==> config.mk <==
export PLATFORM = sky130hd
export DESIGN_NAME = ddr_mem_test_master
export DESIGN_NICKNAME = d
export VERILOG_FILES = /design/src/rtl/ddr_mem_test_master.sv
export SDC_FILE = /design/constraint.sdc
export NUM_CORES = 1
export LEC_CHECK = 0
export BUFFER_PORTS_ARGS = -buffer_cell sky130_fd_sc_hd__buf_2
export CAP_MARGIN = 0
export CORE_ASPECT_RATIO = 0.6
export CORE_UTILIZATION = 40
export CTS_CLUSTER_DIAMETER = 40
export DETAILED_ROUTE_END_ITERATION = 10
export GPL_TIMING_DRIVEN = 0
export PLACE_DENSITY_LB_ADDON = 0.2
export SYNTH_ARGS = -nofsm -noshare
export SYNTH_HDL_FRONTEND = slang
export SYNTH_SLANG_ARGS = --single-unit
==> constraint.sdc <==
create_clock -name clk_clk -period 7.5 [get_ports clk_clk]
set_input_delay 1.5 -clock clk_clk [delete_from_list [all_inputs] [get_ports clk_clk]]
set_output_delay 1.5 -clock clk_clk [all_outputs]
set_load 0.03 [all_outputs]
==> src/rtl/ddr_mem_test_master.sv <==
`default_nettype none
// ============================================================================
//  Module      : ddr_mem_test_master
//  Description : Avalon-MM memory test master for the DDR3 pipelined bridge.
//                On an accepted start it writes a data pattern over a word
//                range. It then reads the range back with pipelined reads,
//                compares each word and reports done/pass, the error count
//                and the first failing address.
//                Build option MEMTEST_LFSR_EN selects a 32-bit Galois LFSR
//                pattern. Without it, the pattern is address XOR A5A5_A5A5.
//  Revision    : 1.0 - initial release
// ============================================================================
module ddr_mem_test_master #(
    parameter int                ADDR_W     = 30,
    parameter int                DATA_W     = 32,
    parameter logic [ADDR_W-1:0] BASE_ADDR  = '0,
    parameter int                WORD_COUNT = 1024,
    parameter int                MAX_OUTST  = 8
) (
    input  logic                  clk_clk,
    input  logic                  reset_reset_n,
    input  logic                  start,
    input  logic                  cal_success,
    output logic [ADDR_W-1:0]     avm_address,
    output logic                  avm_read,
    output logic                  avm_write,
    output logic [DATA_W-1:0]     avm_writedata,
    output logic [DATA_W/8-1:0]   avm_byteenable,
    output logic                  avm_burstcount,
    input  logic                  avm_waitrequest,
    input  logic [DATA_W-1:0]     avm_readdata,
    input  logic                  avm_readdatavalid,
    output logic                  busy,
    output logic                  done,
    output logic                  pass,
    output logic [15:0]           error_count,
    output logic [ADDR_W-1:0]     first_fail_addr
);

    localparam int                c_BYTES    = DATA_W / 8;
    localparam int                c_IDX_W    = (WORD_COUNT > 1) ? $clog2(WORD_COUNT) : 1;
    localparam logic [c_IDX_W-1:0] c_LAST_IDX = c_IDX_W'(WORD_COUNT - 1);
    localparam logic [3:0]        c_MAX_OUT  = 4'(MAX_OUTST);
    localparam logic [DATA_W-1:0] c_ADDR_XOR = DATA_W'(32'hA5A5_A5A5);
`ifdef MEMTEST_LFSR_EN
    localparam logic [DATA_W-1:0] c_LFSR_POLY = DATA_W'(32'h8020_0003);
    localparam logic [DATA_W-1:0] c_PAT_SEED  = DATA_W'(32'h0000_0001);
`else
    localparam logic [DATA_W-1:0] c_PAT_SEED  = DATA_W'(BASE_ADDR) ^ c_ADDR_XOR;
`endif

    typedef enum logic [2:0] {
        S_IDLE  = 3'd0,
        S_WRITE = 3'd1,
        S_READ  = 3'd2,
        S_DRAIN = 3'd3,
        S_DONE  = 3'd4
    } state_t;

    state_t              r_state;
    state_t              w_next_state;
    logic [c_IDX_W-1:0]  r_iss_idx;     // word index of the pending request
    logic [c_IDX_W-1:0]  r_ret_idx;     // word index of the next returned read
    logic [DATA_W-1:0]   r_wr_pat;      // pattern for the pending write
    logic [DATA_W-1:0]   r_rd_pat;      // pattern expected from the next read return
    logic [3:0]          r_outst;
    logic                r_cmp_vld;
    logic [DATA_W-1:0]   r_cmp_data;
    logic [DATA_W-1:0]   r_cmp_exp;
    logic [ADDR_W-1:0]   r_cmp_addr;
    logic                w_start_ok;
    logic                w_wr_acc;
    logic                w_rd_acc;
    logic                w_rdv_ok;
    logic                w_req;

    // Both generators share one step function, so writes and reads see the same sequence
    function automatic logic [DATA_W-1:0] f_pat_next(input logic [DATA_W-1:0] cur);
`ifdef MEMTEST_LFSR_EN
        return (cur >> 1) ^ (cur[0] ? c_LFSR_POLY : '0);
`else
        return ((cur ^ c_ADDR_XOR) + DATA_W'(c_BYTES)) ^ c_ADDR_XOR;
`endif
    endfunction

    assign w_start_ok = start & cal_success & ((r_state == S_IDLE) | (r_state == S_DONE));
    assign w_wr_acc   = avm_write & ~avm_waitrequest;
    assign w_rd_acc   = avm_read & ~avm_waitrequest;
    // Returns with nothing outstanding (stale data after a reset) are dropped
    assign w_rdv_ok   = avm_readdatavalid & (r_outst != 4'd0);
    assign w_req      = avm_read | avm_write;

    // Requests are decoded from registered state only, so they hold across a stall
    assign avm_write      = (r_state == S_WRITE);
    assign avm_read       = (r_state == S_READ) && (r_outst < c_MAX_OUT);
    assign avm_address    = w_req ? (BASE_ADDR + ADDR_W'(r_iss_idx) * ADDR_W'(c_BYTES)) : '0;
    assign avm_writedata  = avm_write ? r_wr_pat : '0;
    assign avm_byteenable = w_req ? '1 : '0;
    assign avm_burstcount = 1'b1;

    assign busy = (r_state == S_WRITE) | (r_state == S_READ) | (r_state == S_DRAIN);
    assign done = (r_state == S_DONE);
    assign pass = done & (error_count == 16'd0);

    // State register
    always_ff @(posedge clk_clk or negedge reset_reset_n) begin
        if (!reset_reset_n) r_state <= S_IDLE;
        else                r_state <= w_next_state;
    end

    // Next-state logic; DONE waits for the final registered compare to retire
    always_comb begin
        w_next_state = r_state;
        case (r_state)
            S_IDLE, S_DONE: if (w_start_ok) w_next_state = S_WRITE;
            S_WRITE:        if (w_wr_acc && (r_iss_idx == c_LAST_IDX)) w_next_state = S_READ;
            S_READ:         if (w_rd_acc && (r_iss_idx == c_LAST_IDX)) w_next_state = S_DRAIN;
            S_DRAIN:        if ((r_outst == 4'd0) && !r_cmp_vld) w_next_state = S_DONE;
            default:        w_next_state = S_IDLE;
        endcase
    end

    // Request index and write pattern advance only on an accepted request
    always_ff @(posedge clk_clk or negedge reset_reset_n) begin
        if (!reset_reset_n) begin
            r_iss_idx <= '0;
            r_wr_pat  <= c_PAT_SEED;
        end else if (w_start_ok) begin
            r_iss_idx <= '0;
            r_wr_pat  <= c_PAT_SEED;
        end else if (w_wr_acc) begin
            r_iss_idx <= (r_iss_idx == c_LAST_IDX) ? '0 : r_iss_idx + 1'b1;
            r_wr_pat  <= f_pat_next(r_wr_pat);
        end else if (w_rd_acc) begin
            r_iss_idx <= r_iss_idx + 1'b1;
        end
    end

    // Outstanding read counter; a simultaneous issue and return leaves it unchanged
    always_ff @(posedge clk_clk or negedge reset_reset_n) begin
        if (!reset_reset_n) begin
            r_outst <= 4'd0;
        end else begin
            case ({w_rd_acc, w_rdv_ok})
                2'b10:   r_outst <= r_outst + 4'd1;
                2'b01:   r_outst <= r_outst - 4'd1;
                default: r_outst <= r_outst;
            endcase
        end
    end

    // Expected-data generator and compare pipeline stage, advanced per counted return
    always_ff @(posedge clk_clk or negedge reset_reset_n) begin
        if (!reset_reset_n) begin
            r_rd_pat   <= c_PAT_SEED;
            r_ret_idx  <= '0;
            r_cmp_vld  <= 1'b0;
            r_cmp_data <= '0;
            r_cmp_exp  <= '0;
            r_cmp_addr <= '0;
        end else begin
            r_cmp_vld <= w_rdv_ok;
            if (w_start_ok) begin
                r_rd_pat  <= c_PAT_SEED;
                r_ret_idx <= '0;
            end else if (w_rdv_ok) begin
                r_rd_pat   <= f_pat_next(r_rd_pat);
                r_ret_idx  <= r_ret_idx + 1'b1;
                r_cmp_data <= avm_readdata;
                r_cmp_exp  <= r_rd_pat;
                r_cmp_addr <= BASE_ADDR + ADDR_W'(r_ret_idx) * ADDR_W'(c_BYTES);
            end
        end
    end

    // Error tally (saturating) and first-failure capture
    always_ff @(posedge clk_clk or negedge reset_reset_n) begin
        if (!reset_reset_n) begin
            error_count     <= 16'd0;
            first_fail_addr <= '0;
        end else if (w_start_ok) begin
            error_count     <= 16'd0;
            first_fail_addr <= '0;
        end else if (r_cmp_vld && (r_cmp_data != r_cmp_exp)) begin
            if (error_count != 16'hFFFF) error_count <= error_count + 16'd1;
            if (error_count == 16'd0)    first_fail_addr <= r_cmp_addr;
        end
    end

endmodule
`default_nettype wire

==> impl_results.md <==
- Status: finished, final reports clean
- H-tree depth: 4
- Die Width: 201 um
- Final-layout fill cell count: 2173
- Global Route Usage Sum: 18.6%
- Predominant post-synthesis flop cell: dfrtp_1
- Core area: 23100 um2
- Setup violations, final: 0
- Setup slack, reg-to-reg: 4480 ps
- Async SR Flop Fraction: 100%
- Slowest CP cell: dfrtp_1
- Nature of the critical path startpoint: flop
- Pwr Total: 3.27 mW
- Root Driver: clkbuf_16
- Highest routed metal layer: met4
- Nets: 1120
- Min cycle time layout: 3870 ps
- Util after Layout: 48.3%
- Cell class contributing the biggest share of worst-path delay: buffers and inverters
- Worst-Margin Slew: 1120 ps
- Fmax: 259 MHz
- Rows: 43
- Reg2reg path depth: 8
- Crit path DAT: 2370 ps
- Storage cell area: 4740 um2
- Met2 routed WL: 8310 um
- RSZ-0062 raised after global routing: false
- Post-Syn Area per Cell: 10.5 um2
- Final Max Tran Viols: 0
- Endpoint of the worst hold path: first_fail_addr[4]$_DFFE_PN0P_
- Vias in the first global route: 6360
- Area after DPL: 10600 um2
- Fin area: 11200 um2
- Hold/Removal Path Class: reg2reg
- Synthesis-stage register bit count: 188
- IO Count: 156
- Yosys Warn Count: 0
- IO Port Bufs: 113
- Leakage: 5.13 nW
- Wire length on met1: 12100 um
- Vias per cell: 4.88
- Area leader, netlist: dfrtp_1
- Hold path startpoint: first_fail_addr[4]$_DFFE_PN0P_
- Final period utilization: 51.6%
- Post-synthesis cell count: 900
- Routed vias: 6832
- Gp weighted congestion: 0.853
- Max Buffers Root-to-Sink: 2
- CP Max Fanout: 10
- Worst R2R Start: r_cmp_exp[24]$_DFFE_PN0P_
- VDD IR max: 0.000136 V
- Relative slew slack: 24.9%
- Starting Density: 40.9%
- Post-Syn Area: 9470 um2
- Final Skew: 12.2 ps
- Die H: 121 um
- Post-synth EDFFs: 0
- Layout cell share with drive strength beyond 1: 29.1%
- Max cap viols: 0
- Setup slack at placement: 3730 ps
- First-pass GRT wire length: 34900 um
- Drc violations: 0
- Die ar.: 24300 um2
- Post-CTS Hold Buffers: 0
- CTS tree: done
- Multi-input logic area: 4320 um2
- WL final: 21600 um
- Post_cts resized: 0
- CP cell instances: clkbuf_1 -> nand2_1 -> inv_1 -> nor2_1 -> clkbuf_1 -> inv_1 -> buf_4 -> buf_2
- Setup_tns: 0 ps
- Largest net degree at the start of global routing: 104
- Number of CTS-inserted buffers: 17
- Power density cells: 293 nW/um2
- Antenna violations before repair: 0
- Drt first pass iters: 5
- DR WL met3: 962 um
- Slowest stage delay, CP: 410 ps
- Synth-to-layout area growth: 18.1%
- DR WL/cell: 15.4 um
- Post-DP HPWL: 15900 um
- Total congestion overflow: 0
- Final Hold Viols: 0
- Synth top area share: 41.5%
- Initial DRC Count: 322
- Reg2Reg Capture Point: error_count[13]$_DFFE_PN0P_
- Synth area leaders: dfrtp_1, mux2_2, dfstp_2
- Post-DRT Antenna Nets: 0
- Cell count of the worst hold path: 2
- Setup crit end kind: output port
- WP data required: 6000 ps
- Setup bufs post-CTS: 0
- Cell variety after synth: 49
- Final worst slack: 3630 ps
- Clk_lat worst skew: 450 ps
- Total clock sinks: 188
- Clock slew at reported path FFs: 70 ps
- Register area share after synthesis: 50.1%
- Setup CP Type: reg2out
- WP buf/inv: 6
- Antenna Diode Count: 0
[registers in the layout (all words and copies together) (netlist names)]
register / flops
error_count: 16
first_fail_addr: 10
r_cmp_addr: 10
r_cmp_data: 32
r_cmp_exp: 31
r_cmp_vld: 1
r_iss_idx: 10
r_outst: 4
r_rd_pat: 31
r_ret_idx: 10
r_state: 3
r_wr_pat: 30
[per-stage QoR]
stage                     hold slack (ps)  std cells
final                                 509       1401
after global routing                  531       1401
after CTS                             516       1401
after detailed placement              496       1369
after global placement                489       1368
after floorplan                       481        940
[cell usage in the layout (no fill, tap or decap), types with 6 or more instances in the layout]
| cell type | instances |
|---|---|
| conb_1 | 42 |
| ha_1 | 9 |
| buf_4 | 46 |
| or3_1 | 24 |
| dfstp_2 | 31 |
| nor4_1 | 15 |
| mux2_2 | 76 |
| nor3_1 | 12 |
| nor4b_1 | 7 |
| nor2b_1 | 14 |
| dfrtp_1 | 157 |
| nand3_1 | 38 |
| inv_1 | 17 |
| nand2_1 | 76 |
| buf_2 | 120 |
| nand4_1 | 13 |
| clkbuf_16 | 17 |
| and3_1 | 38 |
| clkbuf_1 | 25 |
| a21oi_1 | 25 |
| o21ai_0 | 40 |
| xnor2_1 | 26 |
| nor2_1 | 71 |
| xor2_1 | 71 |
| nand2b_1 | 6 |
[where the power goes]
group | internal [mW] | switching (mW)
clock | 0.446 | 0.434
sequential | 1.27 | 0.252
combinational | 0.379 | 0.489
total | 2.10 | 1.18
[final cells by class]
| class | instances | area share [%] |
|---|---|---|
| flip-flops and latches | 188 | 42.4 |
| multi-input cells | 654 | 38.7 |
| repair buffers | 114 | 5.39 |
| plain buffers | 81 | 4.35 |
| clock buffers | 18 | 3.93 |
| well taps | 315 | 3.53 |
| clock inverters | 14 | 1.14 |
| inverters | 17 | 0.571 |
[how the worst max path moves through the flow]
stage                      startpoint                    endpoint  slack [ps]  cells past startpoint
3_5_place_dp          avm_waitrequest    r_wr_pat[29]$_DFFE_PN1P_        3730                      7
2_1_floorplan  r_state[2]$_DFFE_PN0P_             avm_address[10]        3840                      5
5_1_grt        r_state[0]$_DFFE_PN0P_           avm_byteenable[0]        3350                      7
3_3_place_gp            reset_reset_n  r_cmp_data[29]$_DFFE_PN0P_        1700                      1
4_1_cts        r_state[0]$_DFFE_PN0P_           avm_byteenable[2]        3570                      8
6_report       r_state[0]$_DFFE_PN0P_           avm_byteenable[1]        3630                      8
[kinds of logic (layout without fill, tap and decap cells)]
kind of cell,Yosys count,after routing,synth area share (%)
simple gates,344,344,19.5
compound gates,83,83,4.94
mux,79,79,9.36
xor+xnor,97,97,8.97
fa+ha+maj,9,9,1.19
buf+inv,98,244,5.82
other cells,2,42,0.0793
flops,188,188,50.1
[synth_stat cells, types with 13 or more instances]
cell type and n:
a21oi_1 25, and3_1 38, buf_4 46, clkbuf_1 25, dfrtp_1 157, dfstp_2 31
inv_1 17, mux2_2 76, nand2_1 76, nand3_1 38, nand4_1 13, nor2_1 71
nor2b_1 14, nor4_1 15, o21ai_0 40, or3_1 24, xnor2_1 26, xor2_1 71
[worst min-delay path, cell delays in order (launching register included)]
cell and delay, ps:
dfrtp_1 350, nand3_1 60, o21ai_0 70
[routing by layer]
metal | global-route usage, % | vias to the layer above
met3 | 3.57 | 19
met2 | 23.3 | 131
li1 | - | 3372
met5 | 0 | -
met1 | 30.8 | 3310
met4 | 5.68 | 0
Note: power is estimated with default switching activity, not from simulation.
